File: src/rtl/program_memory_arbiter.sv
// program_memory_arbiter: shares programMemory's single data port between the CPU LSU (M0) and the
// boot loader / DMA writer (M1). BOOT serves M1 only; RUN round-robins with bounded M1 lock bursts.
module program_memory_arbiter #(
  parameter int MEM_WORDS = 8192,
  parameter int MAX_BURST = 8
) (
  input  logic        clk,
  input  logic        reset,
  input  logic        boot_done,
  output logic        cpu_hold,
  input  logic        m0_req,
  input  logic        m0_we,
  input  logic [29:0] m0_addr,
  input  logic [31:0] m0_wdata,
  input  logic [3:0]  m0_be,
  output logic        m0_gnt,
  output logic        m0_rvalid,
  output logic [31:0] m0_rdata,
  output logic        m0_err,
  input  logic        m1_req,
  input  logic        m1_we,
  input  logic [29:0] m1_addr,
  input  logic [31:0] m1_wdata,
  input  logic [3:0]  m1_be,
  input  logic        m1_lock,
  output logic        m1_gnt,
  output logic        m1_rvalid,
  output logic [31:0] m1_rdata,
  output logic        m1_err,
  output logic [29:0] mem_address,
  output logic        mem_ren,
  output logic        mem_wen,
  output logic [31:0] mem_data_in,
  output logic [3:0]  mem_byte_select_vector,
  input  logic [31:0] mem_data_out
);

  localparam int CNT_W = $clog2(MAX_BURST + 1);
  localparam logic [CNT_W-1:0] BURST_MAX  = CNT_W'(MAX_BURST);
  localparam logic [29:0]      ADDR_LIMIT = 30'(MEM_WORDS);

  typedef enum logic {BOOT, RUN} state_t;

  state_t           state;
  logic             rr_ptr;
  logic             last_m1;
  logic [CNT_W-1:0] burst_cnt;

  logic             lock_hold;
  logic             m0_win;
  logic             m1_win;
  logic             any_gnt;
  logic             sel_we;
  logic [29:0]      sel_addr;
  logic [31:0]      sel_wdata;
  logic [3:0]       sel_be;
  logic             in_range;

  logic [29:0]      addr_hold_p1;
  logic [31:0]      wdata_hold_p1;
  logic [3:0]       be_hold_p1;
  logic             rd_vld_p1;
  logic             err_p1;
  logic             owner_p1;
  logic             rd_data_ok;

  function automatic logic [CNT_W-1:0] burst_sat_inc(input logic [CNT_W-1:0] cnt);
    return (cnt >= BURST_MAX) ? BURST_MAX : cnt + 1'b1;
  endfunction

  // Stage p0: arbitration and same-cycle memory drive
  always_comb begin
    lock_hold = m1_lock && last_m1 && (burst_cnt < BURST_MAX);
    m0_win    = 1'b0;
    m1_win    = 1'b0;
    if (state == BOOT) begin
      m1_win = m1_req;
    end else if (m0_req && m1_req) begin
      if (lock_hold || rr_ptr) m1_win = 1'b1;
      else                     m0_win = 1'b1;
    end else begin
      m0_win = m0_req;
      m1_win = m1_req;
    end
  end

  assign m0_gnt    = m0_win;
  assign m1_gnt    = m1_win;
  assign any_gnt   = m0_win | m1_win;
  assign sel_we    = m1_win ? m1_we    : m0_we;
  assign sel_addr  = m1_win ? m1_addr  : m0_addr;
  assign sel_wdata = m1_win ? m1_wdata : m0_wdata;
  assign sel_be    = m1_win ? m1_be    : m0_be;
  assign in_range  = sel_addr < ADDR_LIMIT;

  // Out-of-range grants are accepted but never reach the memory strobes.
  assign mem_ren                = any_gnt & ~sel_we & in_range;
  assign mem_wen                = any_gnt &  sel_we & in_range;
  assign mem_address            = any_gnt ? sel_addr  : addr_hold_p1;
  assign mem_data_in            = any_gnt ? sel_wdata : wdata_hold_p1;
  assign mem_byte_select_vector = any_gnt ? sel_be    : be_hold_p1;

  always_ff @(posedge clk) begin
    if (any_gnt) begin
      addr_hold_p1  <= sel_addr;
      wdata_hold_p1 <= sel_wdata;
      be_hold_p1    <= sel_be;
    end
  end

  always_ff @(posedge clk or negedge reset) begin
    if (!reset) begin
      state     <= BOOT;
      cpu_hold  <= 1'b1;
      rr_ptr    <= 1'b0;
      last_m1   <= 1'b0;
      burst_cnt <= '0;
      rd_vld_p1 <= 1'b0;
      err_p1    <= 1'b0;
      owner_p1  <= 1'b0;
    end else begin
      if (state == BOOT && boot_done) begin
        state    <= RUN;
        cpu_hold <= 1'b0;
      end
      if (any_gnt) begin
        rr_ptr  <= m0_win;
        last_m1 <= m1_win;
      end
      burst_cnt <= (m1_win && m1_lock) ? burst_sat_inc(burst_cnt) : '0;
      rd_vld_p1 <= any_gnt & ~sel_we;
      err_p1    <= any_gnt & ~in_range;
      owner_p1  <= m1_win;
    end
  end

  // Stage p1: read return tagged to the owner registered at grant
  assign rd_data_ok = rd_vld_p1 & ~err_p1;
  assign m0_rvalid  = rd_vld_p1 & ~owner_p1;
  assign m1_rvalid  = rd_vld_p1 &  owner_p1;
  assign m0_err     = err_p1 & ~owner_p1;
  assign m1_err     = err_p1 &  owner_p1;
  assign m0_rdata   = (rd_data_ok & ~owner_p1) ? mem_data_out : '0;
  assign m1_rdata   = (rd_data_ok &  owner_p1) ? mem_data_out : '0;

endmodule

File: config.mk
export PLATFORM = sky130hd
export DESIGN_NAME = program_memory_arbiter
export DESIGN_NICKNAME = d
export VERILOG_FILES = /design/src/rtl/program_memory_arbiter.sv
export SDC_FILE = /design/constraint.sdc
export NUM_CORES = 1
export LEC_CHECK = 0
export CORE_AREA = 2 2 122 124
export CTS_CLUSTER_SIZE = 16
export DETAILED_ROUTE_END_ITERATION = 16
export DIE_AREA = 0 0 124 126
export DONT_BUFFER_PORTS = 1
export GPL_ROUTABILITY_DRIVEN = 1
export GPL_TIMING_DRIVEN = 0
export SETUP_SLACK_MARGIN = 0.5
export SLEW_MARGIN = 40
export SYNTH_ARGS = -nofsm -noshare
export SYNTH_HDL_FRONTEND = slang
export SYNTH_SLANG_ARGS = --single-unit
File: constraint.sdc
create_clock -name clk -period 1.9 [get_ports clk]
set_clock_uncertainty 0.1 [all_clocks]
set_input_delay 0.38 -clock clk [delete_from_list [all_inputs] [get_ports clk]]
set_output_delay 0.38 -clock clk [all_outputs]
set_load 0.05 [all_outputs]
==> impl_metrics.tcl <==
set metrics [dict create \
    outcome "finished, violations left" \
    failed_checks "setup timing" \
    post-route-min-period_ns 2.79 \
    start_kind "flip-flop" \
    end_kind "output port" \
    synth_top_area_share_pct 35.8 \
    synth-main-ff-cell "dfxtp_1" \
    numClockSinks 77 \
    cp-startpoint "last_m1$_DFFE_PN0N_" \
    tightest_slew_ns 0.802 \
    yosysTopAreaCell "dfxtp_1" \
    clock_latency_ns 0.34 \
    crit_required_ns 1.42 \
    synth_nets 596 \
    fmaxAchievable_ghz 0.359 \
    internal_power_mw 3.76 \
    cts_tree "done" \
    cts-root-buf "clkbuf_16" \
    yosysMostFrequentCell "nand2_1" \
    vias 3476 \
    synth-seq-area-share_pct 43.2 \
    antenna_cells 0 \
    grt_pass1_wl_mm 20.9 \
    seqCellArea_sq_um 1600 \
    path_max_fanout 9 \
    yosys_warnings 0 \
    track_usage_pct 18.7 \
    multi_input_area_sq_um 3780 \
    cp-endpoint "mem_ren" \
    num_rows 44 \
    reg2reg_slack_ns -0.31 \
    area_growth_pct 84.8 \
    antenna_found_initial 0 \
    port_buffers 0 \
    leakage_nw 2.43 \
    routedWlPerCell_microns 23.2 \
    die-area_sq_um 15600 \
    synthCells 422 \
    drtPass1Iterations 4 \
    ys_seq_elements 77 \
    r2r-end "addr_hold_p1[24]$_DFF_P_" \
    core_sq_um 14300 \
    synth_cell_type_count 32 \
    grt_pass1_vias 3758 \
    ant_nets 0 \
    cap_violations 0 \
    clk_path_buf_depth 2 \
    crit_arrival_ns 2.31 \
    drv_slew 0 \
    via_per_inst 5.26 \
    finalCritPeriodShare_pct 147 \
    maxSlewHeadroom_pct 45.9 \
    drt_iter0_markers 92 \
    ys_top_cells_by_count "72 x nand2_1, 66 x and2_1, 66 x dfxtp_1, 66 x mux2i_1, 52 x o21ai_0" \
    peakVddDrop_v 0.000662 \
    grt_max_degree 14 \
    globalRouteOverflowTotal 0 \
    dp_hpwl_mm 10.7 \
    finalSetupViolations 198 \
    p_comb_share_pct 36.8 \
    dp_slack_ns -0.868 \
    syn_avg_cell_area_sq_um 8.76 \
    initial_core_util_pct 25.8 \
    finalWorstSetupSlack_ns -0.885 \
    synth_area_leaders "dfxtp_1 36%, mux2i_1 18%, and2_1 11%" \
    htreeDepth 3 \
    sw_frac_of_total_pct 36.0 \
    synth_edf_count 0 \
    crit_type "flip-flop to output port" \
    pwr-share-clk_pct 31.4 \
    seqPwrFrac_pct 31.8 \
    fillCellCount 1197 \
    die_w_microns 124 \
    die_y_microns 126 \
    r2r_cells 9 \
    syn_area_sq_um 3690 \
    power_density_nw_per_um2 861 \
    ios 311 \
    drc 0 \
    cts_made_buffers 9 \
    p_switching_mw 2.12 \
    hold_viol_final 0 \
    place_congestion 0.854 \
    wl_mm 15.3 \
    total_power_mw 5.88 \
    rsz0062_at_grt "true" \
    async_flop_share_pct 14.3 \
    drive_gt1_share_pct 61.6 \
    r2r-start "burst_cnt[3]$_DFF_PN0_" \
    final_nets 646 \
    clk_pin_slew_ns 0.06 \
    min_path_type "input pin to flip-flop" \
]
timing repair:
action	in CTS	in global routing
cloned	10	0
hold endpoints to repair	12	0
endpoints found under the setup margin	214	213
pin swaps	61	54
setup buffers	22	5
hold buffers	2	0
gates resized for setup	216	26
how the worst min path moves through the flow:
stage / from / end / slack [ns] / cells after the start
after floorplan: reset / burst_cnt[0]$_DFF_PN0_ / -0.02 / 0
after global placement: reset / owner_p1$_DFF_PN0_ / -0.02 / 0
after detailed placement: reset / owner_p1$_DFF_PN0_ / -0.01 / 0
after CTS: boot_done / state$_DFFE_PN0P_ / 0.03 / 1
after global routing: boot_done / state$_DFFE_PN0P_ / 0.04 / 1
final: boot_done / state$_DFFE_PN0P_ / 0.04 / 1
routing by layer:
layer | wire length, microns | global-route usage [%]
met1 | 4780 | 16.2
met2 | 8550 | 36.3
met3 | 1320 | 6.07
met4 | 686 | 10.7
met5 | 0 | 0
layout make-up:
type	instances	area share [%]
well taps	184	3.37
multi-input cells	313	55.3
plain buffers	27	4.54
flip-flops and latches	77	23.5
repair buffers	39	8.17
clock buffers	12	3.61
inverters	5	0.458
clock inverters	4	1.06
stage by stage:
step / utilization, % / hold slack [ns] / TNS (ns) / cells / instance area, sq um
global route: 47.7 / 0.0366 / -85.48 / 661 / 6830
detailed placement: 34.3 / -0.0148 / -81.25 / 606 / 4910
global placement: 34.3 / -0.0153 / -76.07 / 606 / 4910
floorplan: - / -0.0156 / -22.43 / 422 / 4680
finish: 47.7 / 0.0443 / -73.76 / 661 / 6830
CTS: 46.8 / 0.0266 / -80.36 / 656 / 6690
state kept, by name, summed over array words and instances, names as in the netlist, 4 cells and up:
name / flops
be_hold_p1: 4
burst_cnt: 4
addr_hold_p1: 30
wdata_hold_p1: 32
logic make-up (layout without fill, tap and decap cells):
family | count (synthesis) | in the layout | synth area share [%]
multiplexers | 66 | 66 | 17.9
AO/OA/AOI/OAI | 75 | 75 | 10.9
buffers and inverters | 32 | 87 | 3.56
AND/OR/NAND/NOR | 169 | 169 | 23.5
adder cells (fa/ha/maj) | 2 | 2 | 0.677
flip-flops | 77 | 77 | 43.2
XOR/XNOR | 1 | 1 | 0.237
critical path, cell delays in order, from the launching register on:
cell and delay [ns]:
dfrtp_1 0.38, and3b_2 0.24, o31ai_4 0.18, buf_6 0.18, inv_12 0.07, or4_4 0.53
a21oi_4 0.39
cell usage in the layout (no fill, tap or decap), types with 2 or more instances in the layout:
cell type      instances
nor2_1                 5
clkbuf_8               2
dfrtp_2                3
clkbuf_16              9
dlygate4sd3_1          2
and3b_2                2
clkbuf_1               5
buf_16                 5
buf_8                 13
clkbuf_4               2
buf_4                  8
dfxtp_1               66
and2_4                66
ha_1                   2
dfrtp_1                7
bufinv_16              2
nand2_1               71
nor3_1                 5
buf_6                 12
o21ai_4               66
nor4_1                 6
inv_1                  4
or4_1                  2
clkbuf_2               8
buf_12                12
mux2i_4               65
a21oi_4                3
nor2b_4                2
power by group through the flow:
stage / clock [mW] / sequential [mW] / combinational [mW]
after detailed placement: 0 / 1.90 / 1.63
after CTS: 1.90 / 1.87 / 2.13
final: 1.85 / 1.87 / 2.16
after global routing: 1.95 / 1.88 / 2.24
after global placement: 0 / 1.89 / 1.61
after floorplan: 0 / 1.88 / 1.48
Power figures use the tool's default switching activity.
